==> src/rtl/cordic_txn_driver.sv <==
// Sequencing stage for the cordiccart2pol core: accepts operand pairs, drives the
// ap_ctrl_hs handshake, and returns results with start-to-done latency and timeout flag.
module cordic_txn_driver #(
  parameter int IN_W        = 12,
  parameter int OUT_W       = 12,
  parameter int LAT_W       = 16,
  parameter int TIMEOUT_CYC = 1000,
  parameter int CNT_W       = 32
) (
  input  logic             ap_clk,
  input  logic             ap_rst_n,
  input  logic             s_valid,
  output logic             s_ready,
  input  logic [IN_W-1:0]  s_x,
  input  logic [IN_W-1:0]  s_y,
  output logic             cordic_start,
  input  logic             cordic_ready,
  input  logic             cordic_done,
  output logic [IN_W-1:0]  cordic_x,
  output logic [IN_W-1:0]  cordic_y,
  input  logic [OUT_W-1:0] cordic_r,
  input  logic [OUT_W-1:0] cordic_theta,
  output logic             m_valid,
  input  logic             m_ready,
  output logic [OUT_W-1:0] m_r,
  output logic [OUT_W-1:0] m_theta,
  output logic [LAT_W-1:0] m_latency,
  output logic             m_err,
  output logic [CNT_W-1:0] txn_count,
  output logic             err_sticky
);

  typedef enum logic [1:0] {
    IDLE,
    START,
    WAIT_DONE,
    OUT
  } state_t;

  localparam logic [LAT_W-1:0] LAT_MAX = '1;
  localparam logic [LAT_W-1:0] TO_LAST = LAT_W'(TIMEOUT_CYC - 1);

  state_t state;
  state_t state_nx;

  logic [LAT_W-1:0] lat_cnt;
  logic             busy;
  logic             accept;
  logic             capture;
  logic             abort;
  logic             out_hs;

  assign busy    = (state == START) || (state == WAIT_DONE);
  assign s_ready = (state == IDLE);
  assign m_valid = (state == OUT);
  assign accept  = s_valid && s_ready;
  assign out_hs  = m_valid && m_ready;

  assign cordic_start = (state == START);

  // A done inside START only counts once the core has taken the start.
  assign capture = ((state == START) && cordic_ready && cordic_done)
                || ((state == WAIT_DONE) && cordic_done);

  // Done in the timeout cycle wins over the abort.
  assign abort = busy && !capture && (lat_cnt == TO_LAST);

  always_comb begin
    state_nx = state;
    unique case (state)
      IDLE: begin
        if (accept) state_nx = START;
      end
      START: begin
        if (capture || abort) state_nx = OUT;
        else if (cordic_ready) state_nx = WAIT_DONE;
      end
      WAIT_DONE: begin
        if (capture || abort) state_nx = OUT;
      end
      OUT: begin
        if (out_hs) state_nx = IDLE;
      end
      default: state_nx = IDLE;
    endcase
  end

  always_ff @(posedge ap_clk or negedge ap_rst_n) begin
    if (!ap_rst_n) begin
      state <= IDLE;
    end else begin
      state <= state_nx;
    end
  end

  always_ff @(posedge ap_clk or negedge ap_rst_n) begin
    if (!ap_rst_n) begin
      cordic_x <= '0;
      cordic_y <= '0;
    end else if (accept) begin
      cordic_x <= s_x;
      cordic_y <= s_y;
    end
  end

  always_ff @(posedge ap_clk or negedge ap_rst_n) begin
    if (!ap_rst_n) begin
      lat_cnt <= '0;
    end else if (accept) begin
      lat_cnt <= '0;
    end else if (busy && (lat_cnt != LAT_MAX)) begin
      lat_cnt <= lat_cnt + 1'b1;
    end
  end

  always_ff @(posedge ap_clk or negedge ap_rst_n) begin
    if (!ap_rst_n) begin
      m_r       <= '0;
      m_theta   <= '0;
      m_latency <= '0;
    end else if (capture) begin
      m_r       <= cordic_r;
      m_theta   <= cordic_theta;
      m_latency <= lat_cnt;
    end else if (abort) begin
      m_r       <= '0;
      m_theta   <= '0;
      m_latency <= TO_LAST;
    end
  end

  always_ff @(posedge ap_clk or negedge ap_rst_n) begin
    if (!ap_rst_n) begin
      m_err      <= 1'b0;
      err_sticky <= 1'b0;
    end else begin
      if (abort) begin
        m_err      <= 1'b1;
        err_sticky <= 1'b1;
      end else if (out_hs) begin
        m_err <= 1'b0;
      end
    end
  end

  always_ff @(posedge ap_clk or negedge ap_rst_n) begin
    if (!ap_rst_n) begin
      txn_count <= '0;
    end else if (out_hs) begin
      txn_count <= txn_count + 1'b1;
    end
  end

endmodule

==> config.mk <==
export PLATFORM = sky130hd
export DESIGN_NAME = cordic_txn_driver
export DESIGN_NICKNAME = d
export VERILOG_FILES = /design/src/rtl/cordic_txn_driver.sv
export SDC_FILE = /design/constraint.sdc
export NUM_CORES = 1
export LEC_CHECK = 0
export ABC_AREA = 1
export CAP_MARGIN = 20
export CORE_ASPECT_RATIO = 1.25
export CORE_MARGIN = 3
export CORE_UTILIZATION = 35
export DETAILED_ROUTE_END_ITERATION = 6
export PLACE_DENSITY = 0.6
export RECOVER_POWER = 50
export SETUP_SLACK_MARGIN = 0.05
export SYNTH_ARGS = -nofsm -noshare
export SYNTH_HDL_FRONTEND = slang
export SYNTH_SLANG_ARGS = --single-unit
export TNS_END_PERCENT = 10
==> constraint.sdc <==
create_clock -name ap_clk -period 2.39 [get_ports ap_clk]
set_input_delay 0.5975 -clock ap_clk [delete_from_list [all_inputs] [get_ports ap_clk]]
set_output_delay 0.5975 -clock ap_clk [all_outputs]
set_load 0.05 [all_outputs]
# Word-level counts from Yosys, hierarchy flattened
# Index checks and enable logic that the tools add are counted.
[op_classes] n_addsub=2 n_mul=0 n_div=0 magnitude_cmp=0 n_eq_ne=9 shifts=0 mux=15 bitwise=0 n_reduce_logical=17
[op_table] cell="2-to-1 mux 16 bit" n=4
[op_table] cell="2-to-1 mux 12 bit" n=3
[op_table] cell="adder 32 x 1 -> 32 bit, second input constant" n=1
[op_table] cell="adder 16 x 1 -> 16 bit, second input constant" n=1
[op_table] cell="== test 16 x 10 -> 1 bit, second input constant" n=1
[op_table] cell="!= test 16 bit, second input constant" n=1
[op_table] cell="2-to-1 mux 2 bit" n=5
[op_table] cell="logical AND 1 bit" n=8
[op_table] cell="case mux 2 bit (4 select lines)" n=1
[op_table] cell="!= test 2 x 1 -> 1 bit, second input constant" n=3
[op_table] cell="nonzero test 2 bit" n=3
[op_table] cell="== test 2 bit, second input constant" n=2
[op_table] cell="AND reduction 4 bit" n=1
[op_table] cell="logical OR 1 bit" n=3
[op_table] cell="!= test 3 x 1 -> 1 bit, second input constant" n=1
[op_table] cell="== test 2 x 1 -> 1 bit, second input constant" n=1
[op_table] cell="logical NOT 2 bit" n=1
[op_table] cell="2-to-1 mux 1 bit" n=2
[op_table] cell="logical NOT 1 bit" n=1
[totals] register_bits=116 latchBits=0 mem_bits_rw=0 romBits=0 in_bits=54 output_inout_bits=101 word_cells=53 n_memories=0

# Logic depth before layout (Yosys ltp)
[logic_depth] word_depth=10 mapped_depth=11 mapped_depth_nobuf=11

# Worst setup path before layout
# OpenSTA, ideal clock, no wires.
[synth_timing] kind="register to register" from="register state[0]" to="register txn_count[26]" setup_ns=0.124 t_arrival_ns=1.936 t_required_ns=2.266 path_slack_ns=0.331 path_stages_with_launch=10 n_path_buf=0 synth_period_minus_slack_ns=2.059 path_cell_list="dfrtp_1 ha_1 nand2_2 clkinv_2 nand2_2 nor2_4 nand2_2 nor2_2 nand3_1 xor2_1"
[synth_between] elab_chain_len=2
[synth_lines] element="start: declaration" line_no="43" text="state_t state;"
[synth_lines] element="start signal: assignment" line_no="92" text="state <= state_nx;"
[synth_lines] element="== test 2 bit" line_no="55" text="assign m_valid = (state == OUT);"
[synth_lines] element="named net m_valid" line_no="23" text="output logic m_valid,"
[synth_lines] element="logical AND 1 bit" line_no="57" text="assign out_hs = m_valid && m_ready;"
[synth_lines] element="end signal: assignment" line_no="150" text="txn_count <= txn_count + 1'b1;"
[synth_lines] element="end: declaration" line_no="29" text="output logic [CNT_W-1:0] txn_count,"
# The timed path passes the listed nets, and every way through them passes these cells.
# A chain may end at the register's enable or synchronous reset.

# Worst setup path after layout
[layout_timing] from="register txn_count[30]" to="output port txn_count[30]"
# No word-level cell between the ends.

==> flow_summary.html <==
<table>
<tr><th>Metric</th><th>Value</th></tr>
<tr><th colspan="2">Synthesis</th></tr>
<tr><td>Nets in the synthesized netlist</td><td>720</td></tr>
<tr><td>Part of the Yosys area used for sequential elements</td><td>52.73%</td></tr>
<tr><td>Total number of yosys warnings</td><td>0</td></tr>
<tr><td>Seq cells post-synth</td><td>116</td></tr>
<tr><td>Post-Syn Area per Cell</td><td>8.341 µm²</td></tr>
<tr><td>Gate count after technology mapping</td><td>660</td></tr>
<tr><td>Library cells used by synthesis</td><td>34</td></tr>
<tr><td>Synthesized area</td><td>0.005505 mm²</td></tr>
<tr><th colspan="2">Global routing</th></tr>
<tr><td>All-Layer GR Usage</td><td>17.49%</td></tr>
<tr><td>Aggregate global routing overflow</td><td>0</td></tr>
<tr><td>Initial antenna violation count</td><td>0</td></tr>
<tr><td>Maximum number of pins on one net before global-route repair</td><td>41</td></tr>
<tr><td>Global-route wire length before repair</td><td>24430 µm</td></tr>
<tr><td>Via count of the first global-routing pass</td><td>4912</td></tr>
<tr><th colspan="2">Placement</th></tr>
<tr><td>Estimated wirelength of the detail-placed design</td><td>11090 µm</td></tr>
<tr><td>Number of buffers added on ports</td><td>154</td></tr>
<tr><td>Cell area reported after detailed placement</td><td>0.007306 mm²</td></tr>
<tr><td>Weighted congestion at the end of routability-driven global placement</td><td>0.8953</td></tr>
<tr><th colspan="2">Clock network</th></tr>
<tr><td>H-tree levels</td><td>4</td></tr>
<tr><td>Total of hold buffers inserted after clock tree synthesis</td><td>0</td></tr>
<tr><td>CTS tree</td><td>built</td></tr>
<tr><td>Clock edge transition at the registers on the reported setup and hold paths</td><td>0.05 ns</td></tr>
<tr><td>Clock sink count</td><td>116</td></tr>
<tr><td>Cell at the root of the clock tree</td><td>sky130_fd_sc_hd__clkbuf_16</td></tr>
<tr><td>Clock latency reported for the late side of the worst-skew pair</td><td>0.41 ns</td></tr>
<tr><td>Number of buffers created by CTS</td><td>17</td></tr>
<tr><td>Clock buffer depth</td><td>2</td></tr>
<tr><td># Post-CTS Setup Buffers</td><td>0</td></tr>
<tr><th colspan="2">Floorplan</th></tr>
<tr><td>Placeable core area</td><td>0.01520 mm²</td></tr>
<tr><td>Die Wd</td><td>118.2 µm</td></tr>
<tr><td>Starting density of the core</td><td>36.21%</td></tr>
<tr><td>Total die area</td><td>0.01728 mm²</td></tr>
<tr><td>Number of I/O pins</td><td>155</td></tr>
<tr><td>Count of standard-cell rows</td><td>50</td></tr>
<tr><td>Vertical die dimension</td><td>146.2 µm</td></tr>
<tr><th colspan="2">Pwr</th></tr>
<tr><td>Net switching fraction of the power</td><td>45.61%</td></tr>
<tr><td>Clk network pwr share</td><td>24.3%</td></tr>
<tr><td>Cell area power density</td><td>1271 mW/mm²</td></tr>
<tr><td>P_sw</td><td>4.528 mW</td></tr>
<tr><td>Share of total power in combinational logic</td><td>46.2%</td></tr>
<tr><td>Int Power</td><td>5.399 mW</td></tr>
<tr><td>Part of the power in registers</td><td>29.5%</td></tr>
<tr><td>Leak pwr</td><td>3.661 nW</td></tr>
<tr><td>Maximum resistive drop on vdd</td><td>0.0007542 V</td></tr>
<tr><th colspan="2">Worst hold path</th></tr>
<tr><td>Class of the tightest hold or removal check</td><td>input pin to async pin</td></tr>
<tr><th colspan="2">Drt</th></tr>
<tr><td>Number of violations reported at the end of detailed-routing iteration 0</td><td>268</td></tr>
<tr><td>Average wire per standard cell</td><td>14.07 µm</td></tr>
<tr><td>Drc violations</td><td>0</td></tr>
<tr><td>Via Count</td><td>4893</td></tr>
<tr><td>Via count normalized by instance count</td><td>4.687</td></tr>
<tr><td>Final wirelength</td><td>14690 µm</td></tr>
<tr><td>Length of the first detailed-routing pass in iterations</td><td>6</td></tr>
<tr><td>Antenna viol nets, final</td><td>0</td></tr>
<tr><th colspan="2">Cells and area</th></tr>
<tr><td>Fraction of layout instances using a drive strength above 1</td><td>7.895%</td></tr>
<tr><td>Most frequent cells in the layout</td><td>sky130_fd_sc_hd__nand2_1 (236), sky130_fd_sc_hd__clkdlybuf4s50_1 (148), sky130_fd_sc_hd__dfrtp_1 (116), sky130_fd_sc_hd__nand3_1 (68), sky130_fd_sc_hd__nor2_1 (54)</td></tr>
<tr><td>Post-synthesis to final-layout area growth</td><td>41.86%</td></tr>
<tr><td>Cell area after layout</td><td>0.007810 mm²</td></tr>
<tr><td>Antenna diode instance count</td><td>0</td></tr>
<tr><td>Most frequent standard cell in the layout excluding fill and tap cells</td><td>sky130_fd_sc_hd__nand2_1</td></tr>
<tr><td>Final layout net count</td><td>883</td></tr>
<tr><th colspan="2">Critical path</th></tr>
<tr><td>Cell with the largest stage delay on the worst path</td><td>sky130_fd_sc_hd__clkdlybuf4s50_1</td></tr>
<tr><td>Worst stage delay on the critical path</td><td>0.86 ns</td></tr>
<tr><td>Largest driver fanout on the critical path</td><td>5</td></tr>
<tr><td>CP required</td><td>1.79 ns</td></tr>
<tr><td>Startpoint kind of the worst setup timing path</td><td>flip-flop</td></tr>
<tr><td>Crit Path Class</td><td>flip-flop to output port</td></tr>
<tr><td>CP endpoint kind</td><td>output port</td></tr>
<tr><td>Top delay family on crit path</td><td>buffers and inverters</td></tr>
<tr><td>Critical-path cell list</td><td>clkdlybuf4s50_1</td></tr>
<tr><td>Critical path buffers and inverters</td><td>1</td></tr>
<tr><td>Worst endpoint data arrival time</td><td>1.73 ns</td></tr>
<tr><th colspan="2">Timing</th></tr>
<tr><td>Highest clock frequency the design can meet</td><td>429.4 MHz</td></tr>
<tr><td>Worst slew pin tran</td><td>0.9905 ns</td></tr>
<tr><td>Worst setup skew after layout</td><td>0.006313 ns</td></tr>
<tr><td>Time the worst path needs with I/O delays and setup</td><td>2.329 ns</td></tr>
<tr><td>Max-slew violation count</td><td>0</td></tr>
<tr><td>Setup tns final</td><td>0 ns</td></tr>
<tr><td>Unrepaired setup endpoints after global routing</td><td>yes</td></tr>
<tr><td>Final-report setup violation count</td><td>0</td></tr>
<tr><td>Period utilisation layout</td><td>97.43%</td></tr>
<tr><td>Worst slew margin</td><td>33.97%</td></tr>
<tr><td>Count of final hold-check violations</td><td>0</td></tr>
<tr><th colspan="2">Status</th></tr>
<tr><td>Outcome</td><td>completed</td></tr>
<tr><th colspan="2">Flow run</th></tr>
<tr><td>Max-cap check violation count</td><td>0</td></tr>
</table>
==> metal layers <==
metal  wire length, µm  part of all wire, %  global-route usage [%]
met4               404                  2.8                   7.801
met1              5967                   41                   20.53
met3              1053                  7.2                   4.959
met5                 0                    0                       0
met2              7262                   49                   29.76
==> cells by family (layout without fill, tap and decap cells) <==
family          Yosys count  after routing  share of synthesized area (%)
simple gates            394            394                          31.14
buf+inv                  71            247                          5.409
flops                   116            116                          52.73
compound gates           38             38                          3.795
xor+xnor                 35             35                          5.568
fa+ha+maj                 6              6                          1.364
==> synthesized netlist by cell type, drive strengths merged <==
library cell / n / area [µm²]
nand2: 241 / 934.7
dfrtp: 116 / 2903
nand3: 68 / 340.3
nor2: 58 / 252.7
inv: 48 / 180.2
o21ai: 31 / 170.2
xor2: 22 / 192.7
xnor2: 13 / 113.9
nand4: 12 / 75.07
nor3: 11 / 71.32
buf: 10 / 62.55
clkbuf: 9 / 33.78
ha: 6 / 75.07
a21oi: 5 / 25.02
clkinv: 4 / 21.27
nand3b: 2 / 27.53
nor4: 2 / 12.51
a21boi: 1 / 7.510
o22ai: 1 / 6.260
==> sequential cells by signal (all words and copies together) (netlist names) <==
signal	flops
cordic_x	12
cordic_y	12
err_sticky	1
lat_cnt	16
m_err	1
m_latency	16
m_r	12
m_theta	12
state	2
txn_count	32
==> final timing paths <==
| path | from | endpoint | slack [ns] | cells past startpoint |
|---|---|---|---|---|
| setup / recovery | txn_count[30] | txn_count[30] | 0.06 | 1 |
| hold / removal | ap_rst_n | txn_count[0] | 0.32 | 1 |
| setup reg to reg | state[0] | txn_count[26] | 0.19 | 9 |
| hold reg to reg | txn_count[31] | txn_count[31] | 0.47 | 1 |
| max in group asynchronous | ap_rst_n | m_theta[6] | 0.56 | 2 |
| min in group ap_clk | txn_count[31] | txn_count[31] | 0.47 | 1 |
==> power groups by stage <==
stage               clock network (mW)  logic [mW]  registers [mW]
floorplan                            0        1.42            4.62
global placement                     0        4.62            2.93
detailed placement                   0        4.67            2.94
CTS                               2.48        4.67            2.93
global route                      2.57        4.91            3.00
finish                            2.42        4.59            2.93
==> final cells by class <==
cell class	count	area [µm²]
inverters	52	201.4
repair buffers	163	1599
well taps	208	260.3
clock inverters	14	130.1
clock buffers	18	439.2
multi-input cells	473	2277
flip-flops and latches	116	2903
fillers	1472	7392
==> what timing repair did <==
| item | in CTS | in global routing |
|---|---|---|
| gates cloned | 0 | 0 |
| setup endpoints to repair | 4 | 7 |
| gates resized for setup | 1 | 1 |
==> per-stage QoR <==
stage / hold slack, ns / power, mW / setup slack, ns / std cells / utilization [%]
global placement: 0.4481 / 7.548 / 0.2389 / 1012 / 48.06
detailed placement: 0.4665 / 7.604 / 0.1905 / 1012 / 48.06
global route: 0.3895 / 10.49 / 0.006437 / 1044 / 51.37
finish: 0.3235 / 9.928 / 0.06138 / 1044 / 51.37
CTS: 0.1623 / 10.08 / 0.03275 / 1044 / 51.79
floorplan: 0.3019 / 6.041 / 0.3305 / 660 / -
Power figures use the tool's default switching activity.
